File: config.mk
export PLATFORM = sky130hd
export DESIGN_NAME = config_register_controller
export DESIGN_NICKNAME = d
export VERILOG_FILES = /design/src/rtl/config_register_controller_pkg.sv /design/src/rtl/config_register_controller_arb.sv /design/src/rtl/config_register_controller.sv
export SDC_FILE = /design/constraint.sdc
export NUM_CORES = 1
export LEC_CHECK = 0
export CAP_MARGIN = 30
export CORE_MARGIN = 2
export CORE_UTILIZATION = 24
export DETAILED_ROUTE_END_ITERATION = 8
export GPL_TIMING_DRIVEN = 0
export SLEW_MARGIN = 20
export SYNTH_ARGS = -nofsm -noshare
export SYNTH_HDL_FRONTEND = slang
export SYNTH_SLANG_ARGS = --single-unit
File: constraint.sdc
create_clock -name clock__i -period 1.84 [get_ports clock__i]
set_input_delay 0.368 -clock clock__i [delete_from_list [all_inputs] [get_ports clock__i]]
set_output_delay 0.368 -clock clock__i [all_outputs]
set_load 0.02 [all_outputs]
File: src/rtl/config_register_controller_pkg.sv
// Shared types and constants for the configuration register write-port controller.
package config_register_ctrl_pkg;

   typedef enum logic [1:0] {
      IDLE  = 2'd0,
      CLEAR = 2'd1,
      DONE  = 2'd2
   } ctrlState_e;

   localparam logic REQ_NOC  = 1'b0;
   localparam logic REQ_HOST = 1'b1;

endpackage

File: src/rtl/config_register_controller_arb.sv
// Two-input round-robin arbiter; the port not served last wins a tie.
module rr_arbiter_2
   import config_register_ctrl_pkg::*;
(
   input  logic       clock_i,
   input  logic       reset_i,
   input  logic       enable_i,
   input  logic [1:0] valid_i,
   output logic [1:0] grant_o
);

   logic lastServed_q;
   logic lastServed_d;

   always_comb begin
      grant_o      = 2'b00;
      lastServed_d = lastServed_q;
      if (enable_i) begin
         if (valid_i[REQ_NOC] && (!valid_i[REQ_HOST] || lastServed_q == REQ_HOST)) begin
            grant_o[REQ_NOC] = 1'b1;
            lastServed_d     = REQ_NOC;
         end else if (valid_i[REQ_HOST]) begin
            grant_o[REQ_HOST] = 1'b1;
            lastServed_d      = REQ_HOST;
         end
      end
   end

   // Reset favours the NoC port on the first contention.
   always_ff @(posedge clock_i) begin
      if (reset_i) begin
         lastServed_q <= REQ_HOST;
      end else begin
         lastServed_q <= lastServed_d;
      end
   end

endmodule

File: src/rtl/config_register_controller.sv
// Write-port controller for the NoC configuration register bank: arbitration plus clear sequencer.
// Define CFG_REG_CTRL_PROTECT_EN to reject host writes below PROTECT_LIMIT.
module config_register_controller
   import config_register_ctrl_pkg::*;
#(
   parameter int                    DATA_WIDTH    = 12,
   parameter int                    ADDR_WIDTH    = 6,
   parameter logic [DATA_WIDTH-1:0] CLEAR_VALUE   = '0,
   parameter int                    PROTECT_LIMIT = 8
) (
   input  logic                  clock__i,
   input  logic                  reset__i,
   input  logic                  Req0_valid___i,
   input  logic [ADDR_WIDTH-1:0] Req0_address_i,
   input  logic [DATA_WIDTH-1:0] Req0_data____i,
   output logic                  Req0_ready___o,
   input  logic                  Req1_valid___i,
   input  logic [ADDR_WIDTH-1:0] Req1_address_i,
   input  logic [DATA_WIDTH-1:0] Req1_data____i,
   output logic                  Req1_ready___o,
   input  logic                  Clear_start__i,
   output logic                  Busy_________o,
   output logic                  Clear_done___o,
   output logic                  Req1_error___o,
   output logic                  Write_enable_o,
   output logic [ADDR_WIDTH-1:0] Write_addres_o,
   output logic [DATA_WIDTH-1:0] Write_data___o
);

`ifdef CFG_REG_CTRL_PROTECT_EN
   localparam bit ProtectEn = 1'b1;
`else
   localparam bit ProtectEn = 1'b0;
`endif

   localparam logic [ADDR_WIDTH:0] LastAddr  = (ADDR_WIDTH+1)'((1 << ADDR_WIDTH) - 1);
   localparam logic [ADDR_WIDTH:0] ProtLimit = (ADDR_WIDTH+1)'(PROTECT_LIMIT);

   ctrlState_e            state_q, state_d;
   logic [ADDR_WIDTH:0]   count_q, count_d;
   logic                  writeEn_q, writeEn_d;
   logic [ADDR_WIDTH-1:0] writeAddr_q, writeAddr_d;
   logic [DATA_WIDTH-1:0] writeData_q, writeData_d;
   logic                  reqError_q, reqError_d;
   logic [1:0]            grant;
   logic                  arbEnable;
   logic                  hostBlocked;

   // Clear and reset both pre-empt arbitration, so no handshake completes in those cycles.
   assign arbEnable   = (state_q == IDLE) && !Clear_start__i && !reset__i;
   assign hostBlocked = ProtectEn && ({1'b0, Req1_address_i} < ProtLimit);

   rr_arbiter_2 u_arb (
      .clock_i  (clock__i),
      .reset_i  (reset__i),
      .enable_i (arbEnable),
      .valid_i  ({Req1_valid___i, Req0_valid___i}),
      .grant_o  (grant)
   );

   always_comb begin
      state_d     = state_q;
      count_d     = count_q;
      writeEn_d   = 1'b0;
      writeAddr_d = writeAddr_q;
      writeData_d = writeData_q;
      reqError_d  = 1'b0;
      case (state_q)
         IDLE: begin
            if (Clear_start__i) begin
               state_d = CLEAR;
               count_d = '0;
            end else if (grant[REQ_NOC]) begin
               writeEn_d   = 1'b1;
               writeAddr_d = Req0_address_i;
               writeData_d = Req0_data____i;
            end else if (grant[REQ_HOST]) begin
               if (hostBlocked) begin
                  reqError_d = 1'b1;
               end else begin
                  writeEn_d   = 1'b1;
                  writeAddr_d = Req1_address_i;
                  writeData_d = Req1_data____i;
               end
            end
         end
         CLEAR: begin
            writeEn_d   = 1'b1;
            writeAddr_d = count_q[ADDR_WIDTH-1:0];
            writeData_d = CLEAR_VALUE;
            count_d     = count_q + 1'b1;
            if (count_q == LastAddr) begin
               state_d = DONE;
            end
         end
         DONE: begin
            state_d = IDLE;
         end
         default: begin
            state_d = IDLE;
         end
      endcase
   end

   // Reset lands in CLEAR so the bank is always wiped after power-up or a reset.
   always_ff @(posedge clock__i) begin
      if (reset__i) begin
         state_q     <= CLEAR;
         count_q     <= '0;
         writeEn_q   <= 1'b0;
         writeAddr_q <= '0;
         writeData_q <= '0;
         reqError_q  <= 1'b0;
      end else begin
         state_q     <= state_d;
         count_q     <= count_d;
         writeEn_q   <= writeEn_d;
         writeAddr_q <= writeAddr_d;
         writeData_q <= writeData_d;
         reqError_q  <= reqError_d;
      end
   end

   assign Req0_ready___o = grant[REQ_NOC];
   assign Req1_ready___o = grant[REQ_HOST];
   assign Busy_________o = (state_q != IDLE);
   assign Clear_done___o = (state_q == DONE);
   assign Req1_error___o = reqError_q;
   assign Write_enable_o = writeEn_q;
   assign Write_addres_o = writeAddr_q;
   assign Write_data___o = writeData_q;

endmodule

== Word level (Yosys, flattened, before mapping) ==
Cells that the tools add are included.
Storage, ports and cells
  bits in registers: 29
Operators by class
  reduce and logical (&&, ||, !) cells: 15
  multiplexer cells: 23
  eq/ne operators: 7
  add/subtract/negate cells: 1
Operators with widths (number)
  two-way mux 12 bit: 3
  case mux 12 bit (2 select lines): 1
  two-way mux 6 bit: 3
  case mux 7 bit (2 select lines): 1
  case mux 6 bit (2 select lines): 1
  two-way mux 1 bit: 8
  adder 7 x 1 -> 7 bit, second input constant: 1
  equality test 7 x 6 -> 1 bit, second input constant: 1
  two-way mux 7 bit: 1
  two-way mux 2 bit: 3
  inequality test 2 bit, second input constant: 3
  AND reduction 2 bit: 3
  nonzero test 2 bit: 3
  case mux 2 bit (2 select lines): 1
  logical AND 1 bit: 3
  zero test 1 bit: 3
  inequality test 3 bit, second input constant: 1
  AND reduction 3 bit: 1
  equality test 2 x 1 -> 1 bit, second input constant: 1
  equality test 2 bit, second input constant: 1
  zero test 2 bit: 1
  case mux 1 bit (2 select lines): 1
  logical OR 1 bit: 1

== Longest topological paths before layout ==
  depth after elaboration: 9
  depth in mapped cells: 6
  depth with buffers taken out: 5

== Cells and area by module ==
A second synthesis with hierarchy kept.
Second synthesis, totals
  cells, all modules: 170
  area, all modules: 1604.0 um2
By module, submodules not included
  config_register_controller: area an instance 1545.2 um2, cells an instance 162, times used 1
  rr_arbiter_2: area an instance 58.8 um2, cells an instance 8, times used 1

== Worst setup path before layout ==
No wires, ideal clock.
  path type: flip-flop to output port
  from: reg u_arb.lastServed_q
  to: out Req1_ready___o
  path buffers: 2
  required time: 1.472 ns
  setup slack: 0.130 ns
  data arrival time: 1.342 ns
  cell stages (with the launch flop): 6
  cell sequence: dfxtp_1 > nand2b_1 > clkbuf_1 > nand2_1 > clkbuf_1 > and3_1
On the way
  word-level cells in the longest chain between the ends: 4
Ends and longest elaborated chain
  from (decl): RTL line config_register_controller_arb.sv:12  | logic lastServed_q;
  from (signal assigned): RTL line config_register_controller_arb.sv:34  | lastServed_q <= lastServed_d;
  logical OR 1 bit: RTL line config_register_controller_arb.sv:19  | if (valid_i[REQ_NOC] && (!valid_i[REQ_HOST] || lastServed_q == REQ_HOST)) begin
  logical AND 1 bit: RTL line config_register_controller_arb.sv:19
  two-way mux 1 bit: RTL line config_register_controller_arb.sv:19
  two-way mux 2 bit: RTL line config_register_controller_arb.sv:18  | if (enable_i) begin
  to (decl): RTL line config_register_controller.sv:20  | output logic Req1_ready___o,
Every way passes these cells.

== Worst setup path after layout ==
  from: reg state_q[0]
  to: out Busy_________o
On the way
  word-level cells in the longest chain between the ends: 1
Ends and longest elaborated chain
  from (decl): RTL line config_register_controller.sv:39  | ctrlState_e state_q, state_d;
  from (signal assigned): RTL line config_register_controller.sv:115  | state_q <= state_d;
  nonzero test 2 bit: RTL line config_register_controller.sv:126  | assign Busy_________o = (state_q != IDLE);
  to (decl): RTL line config_register_controller.sv:22  | output logic Busy_________o,
Every way passes these cells.

==> flow_metrics.py <==
metrics = {
    "yosys": {
        "ys_seq_area_share_pct": 39.2,
        "synth_edf_count": 0,
        "syn_area_mm2": 0.00148,
        "ys_ff_latch": 29,
        "yosysUniqueCellTypes": 35,
        "syn_inst": 174,
        "ys.flop_type": "dfxtp_1",
        "synthArstFlopShare_pct": 0,
        "yosys.area.top_type": "dfxtp_1",
        "synth_area_per_cell_um2": 8.52,
        "synth_area_leaders": "dfxtp_1, a21oi_1, nand3_1",
        "synth_nets": 216,
        "synth_top_area_share_pct": 39.2,
        "synth_warnings": 0,
    },
    "cts": {
        "cts_buffer_depth": 2,
        "clk_latency_ns": 0.28,
        "cts_root_buf": "clkbuf_8",
        "tritoncts": "yes",
        "clk_pin_slew_ns": 0.06,
        "cts.sinks": 29,
        "htree_levels": 2,
        "numCtsBuffers": 5,
    },
    "routing": {
        "wire_per_inst_um": 14.1,
        "firstDrtPassIters": 4,
        "drt_drc_violations_left": 0,
        "vias": 1600,
        "vias_per_cell": 4.94,
        "drt_wl_total_mm": 4.58,
        "ant_nets": 0,
        "drt_iter0_drc": 62,
    },
    "floorplanning": {
        "core_area_mm2": 0.00596,
        "chipWidth_um": 82.6,
        "start_util_pct": 24.9,
        "pin_count": 65,
        "die_h_um": 82.6,
        "dieArea_mm2": 0.00682,
        "rows": 28,
    },
    "timing": {
        "slew_headroom_pct": 59.7,
        "setup_viol": 0,
        "finalMaxSlewViolations": 0,
        "period_needed_ns": 1.78,
        "worst_pin_slew_ns": 0.603,
        "fmax_mhz": 561,
        "finalCritPeriodShare_pct": 96.9,
        "hold_viol": 0,
        "rsz0062_at_grt": "false",
        "fin_skew_ns": 0.00339,
    },
    "cells_and_area": {
        "area_delta_synth_final_pct": 63.2,
        "nets": 291,
        "finalNonFillerCells": 324,
        "nFillCells": 627,
        "drive_gt1_share_pct": 18.1,
        "antenna_cells": 0,
    },
    "critical_path": {
        "path_class": "reg -> out",
        "required_ns": 1.47,
        "crit_arrival_ns": 1.42,
        "crit_slowest_cell": "dfxtp_2",
        "path_max_fanout": 10,
        "worst-path-buf-inv": 2,
        "worst_setup_path_end_kind": "output pin",
        "slowest_delay_ns": 0.33,
        "critPathLaunchType": "flop",
        "critPathTopFamily": "buffers and inverters",
        "crit_chain": "clkbuf_4 -> or2_2 -> dlygate4sd2_1",
    },
    "global_route": {
        "grt_pass1_vias": 1503,
        "antenna_found_initial": 0,
        "grt_max_degree": 11,
        "global_route.usage.total_pct": 13.8,
        "gr-total-overflow": 0,
        "grt_first_pass_wirelength_mm": 7.11,
    },
    "pwr": {
        "total_power_mw": 1.38,
        "ir_worst_vdd_mv": 0.310,
        "powerDensity_mw_per_mm2": 571,
        "p_leak_nw": 0.886,
    },
    "status": {
        "status": "complete, no violations",
    },
    "placed_design": {
        "dp_hpwl_mm": 3.30,
        "gp_congestion": 0.760,
        "dp_cells": 312,
        "port-buffer-count": 63,
    },
    "hold_path": {
        "min-delay-path-class": "reg -> reg",
    },
    "flow_run": {
        "drv_cap": 0,
    },
}
-- timing repair --
item,in CTS,in global routing
buffers inserted,6,1
endpoints found under the hold margin,0,0
pin swaps,3,2
gates resized for setup,42,4
endpoints found under the setup margin,20,8
hold buffers,0,0
-- routing by layer --
layer  global-route usage (%)  part of all wire [%]
met5                        0                     0
met4                     3.93                   1.0
met3                     4.67                   7.3
met2                     22.3                    47
met1                     17.6                    45
-- kinds of logic (layout without fill, tap and decap cells) --
kind of cell    count (synthesis)  after routing  share of synthesized area (%)
fa+ha+maj                       1              1                          0.844
mux                             7              7                           4.98
buf+inv                        18             93                           6.08
other cells                     1              1                          0.253
compound gates                 51             51                           27.1
simple gates                   67             67                           21.6
flops                          29             29                           39.2
-- cells in the final DEF, fill, tap and decap left out, types with 3 or more instances in the layout --
master,n
a21oi_1,16
a22oi_1,4
a311oi_1,8
a311oi_2,4
a32oi_1,4
buf_4,9
clkbuf_1,5
clkbuf_8,7
clkdlybuf4s50_1,55
dfxtp_1,26
dfxtp_2,3
dlygate4sd2_1,4
mux2_2,3
mux2i_1,4
nand2_1,17
nand3_1,15
nor2_1,19
o21bai_1,3
o22a_1,6
-- through the flow --
| step | instance area (um^2) | setup WS (ns) | utilization (%) | setup TNS, ns | hold slack (ns) |
|---|---|---|---|---|---|
| global placement | 2210 | -1.32 | 37.1 | -11.33 | 0.469 |
| global route | 2420 | 0.00226 | 40.6 | 0 | 0.507 |
| finish | 2420 | 0.0563 | 40.6 | 0 | 0.497 |
| detailed placement | 2210 | -1.33 | 37.1 | -11.70 | 0.482 |
| CTS | 2420 | 0.000349 | 40.7 | 0 | 0.493 |
| floorplan | 1480 | 0.130 | - | 0 | 0.459 |
-- worst paths after layout --
check / from / to / slack [ns] / cells after the start
min: count_q[5]$_SDFFE_PP0P_ / count_q[5]$_SDFFE_PP0P_ / 0.50 / 2
max reg2reg: state_q[1]$_SDFFE_PP0P_ / Write_data___o[4]$_SDFFE_PP0P_ / 0.12 / 6
min reg2reg: count_q[5]$_SDFFE_PP0P_ / count_q[5]$_SDFFE_PP0P_ / 0.50 / 2
max: state_q[0]$_SDFFE_PP1P_ / Busy_________o / 0.06 / 3
-- sequential cells by signal, indices dropped and copies added (netlist names) --
register and cells:
count_q 7, Write_data___o 12, Write_enable_o 1, Write_addres_o 6
u_arb.lastServed_q 1, state_q 2
-- Yosys cell counts (3+ instances only) --
cell type  number
mux2i_1         4
a311oi_1        8
nand2_1        18
buf_2           3
a22oi_1         4
a32oi_1         4
dfxtp_1        29
a311oi_2        4
mux2_2          3
o22a_1          6
nor2_1         20
clkbuf_1        9
nand3_1        15
o21bai_1        3
a21oi_1        16
-- final cells by class --
cell class / instances / area (um^2) / share of cell area (%)
Inverter: 2 / 7.51 / 0.310
Buffer: 14 / 109 / 4.50
Clock buffer: 7 / 86.3 / 3.57
Tap cell: 75 / 93.8 / 3.88
Sequential cell: 29 / 584 / 24.1
Multi-Input combinational cell: 127 / 853 / 35.3
Timing Repair Buffer: 70 / 686 / 28.3
-- report_power, final --
part	switching (mW)	internal [mW]	leakage [nW]
sequential	0.00933	0.638	0.234
clock	0.233	0.296	0.0443
combinational	0.0809	0.122	0.607
-- worst register-to-register path, delay by kind of cell, from the launching register on --
kind,cells,cell delay [ns]
simple gates,2,0.68
buf+inv,2,0.34
flops,1,0.32
compound gates,2,0.29
Power figures use the tool's default switching activity.
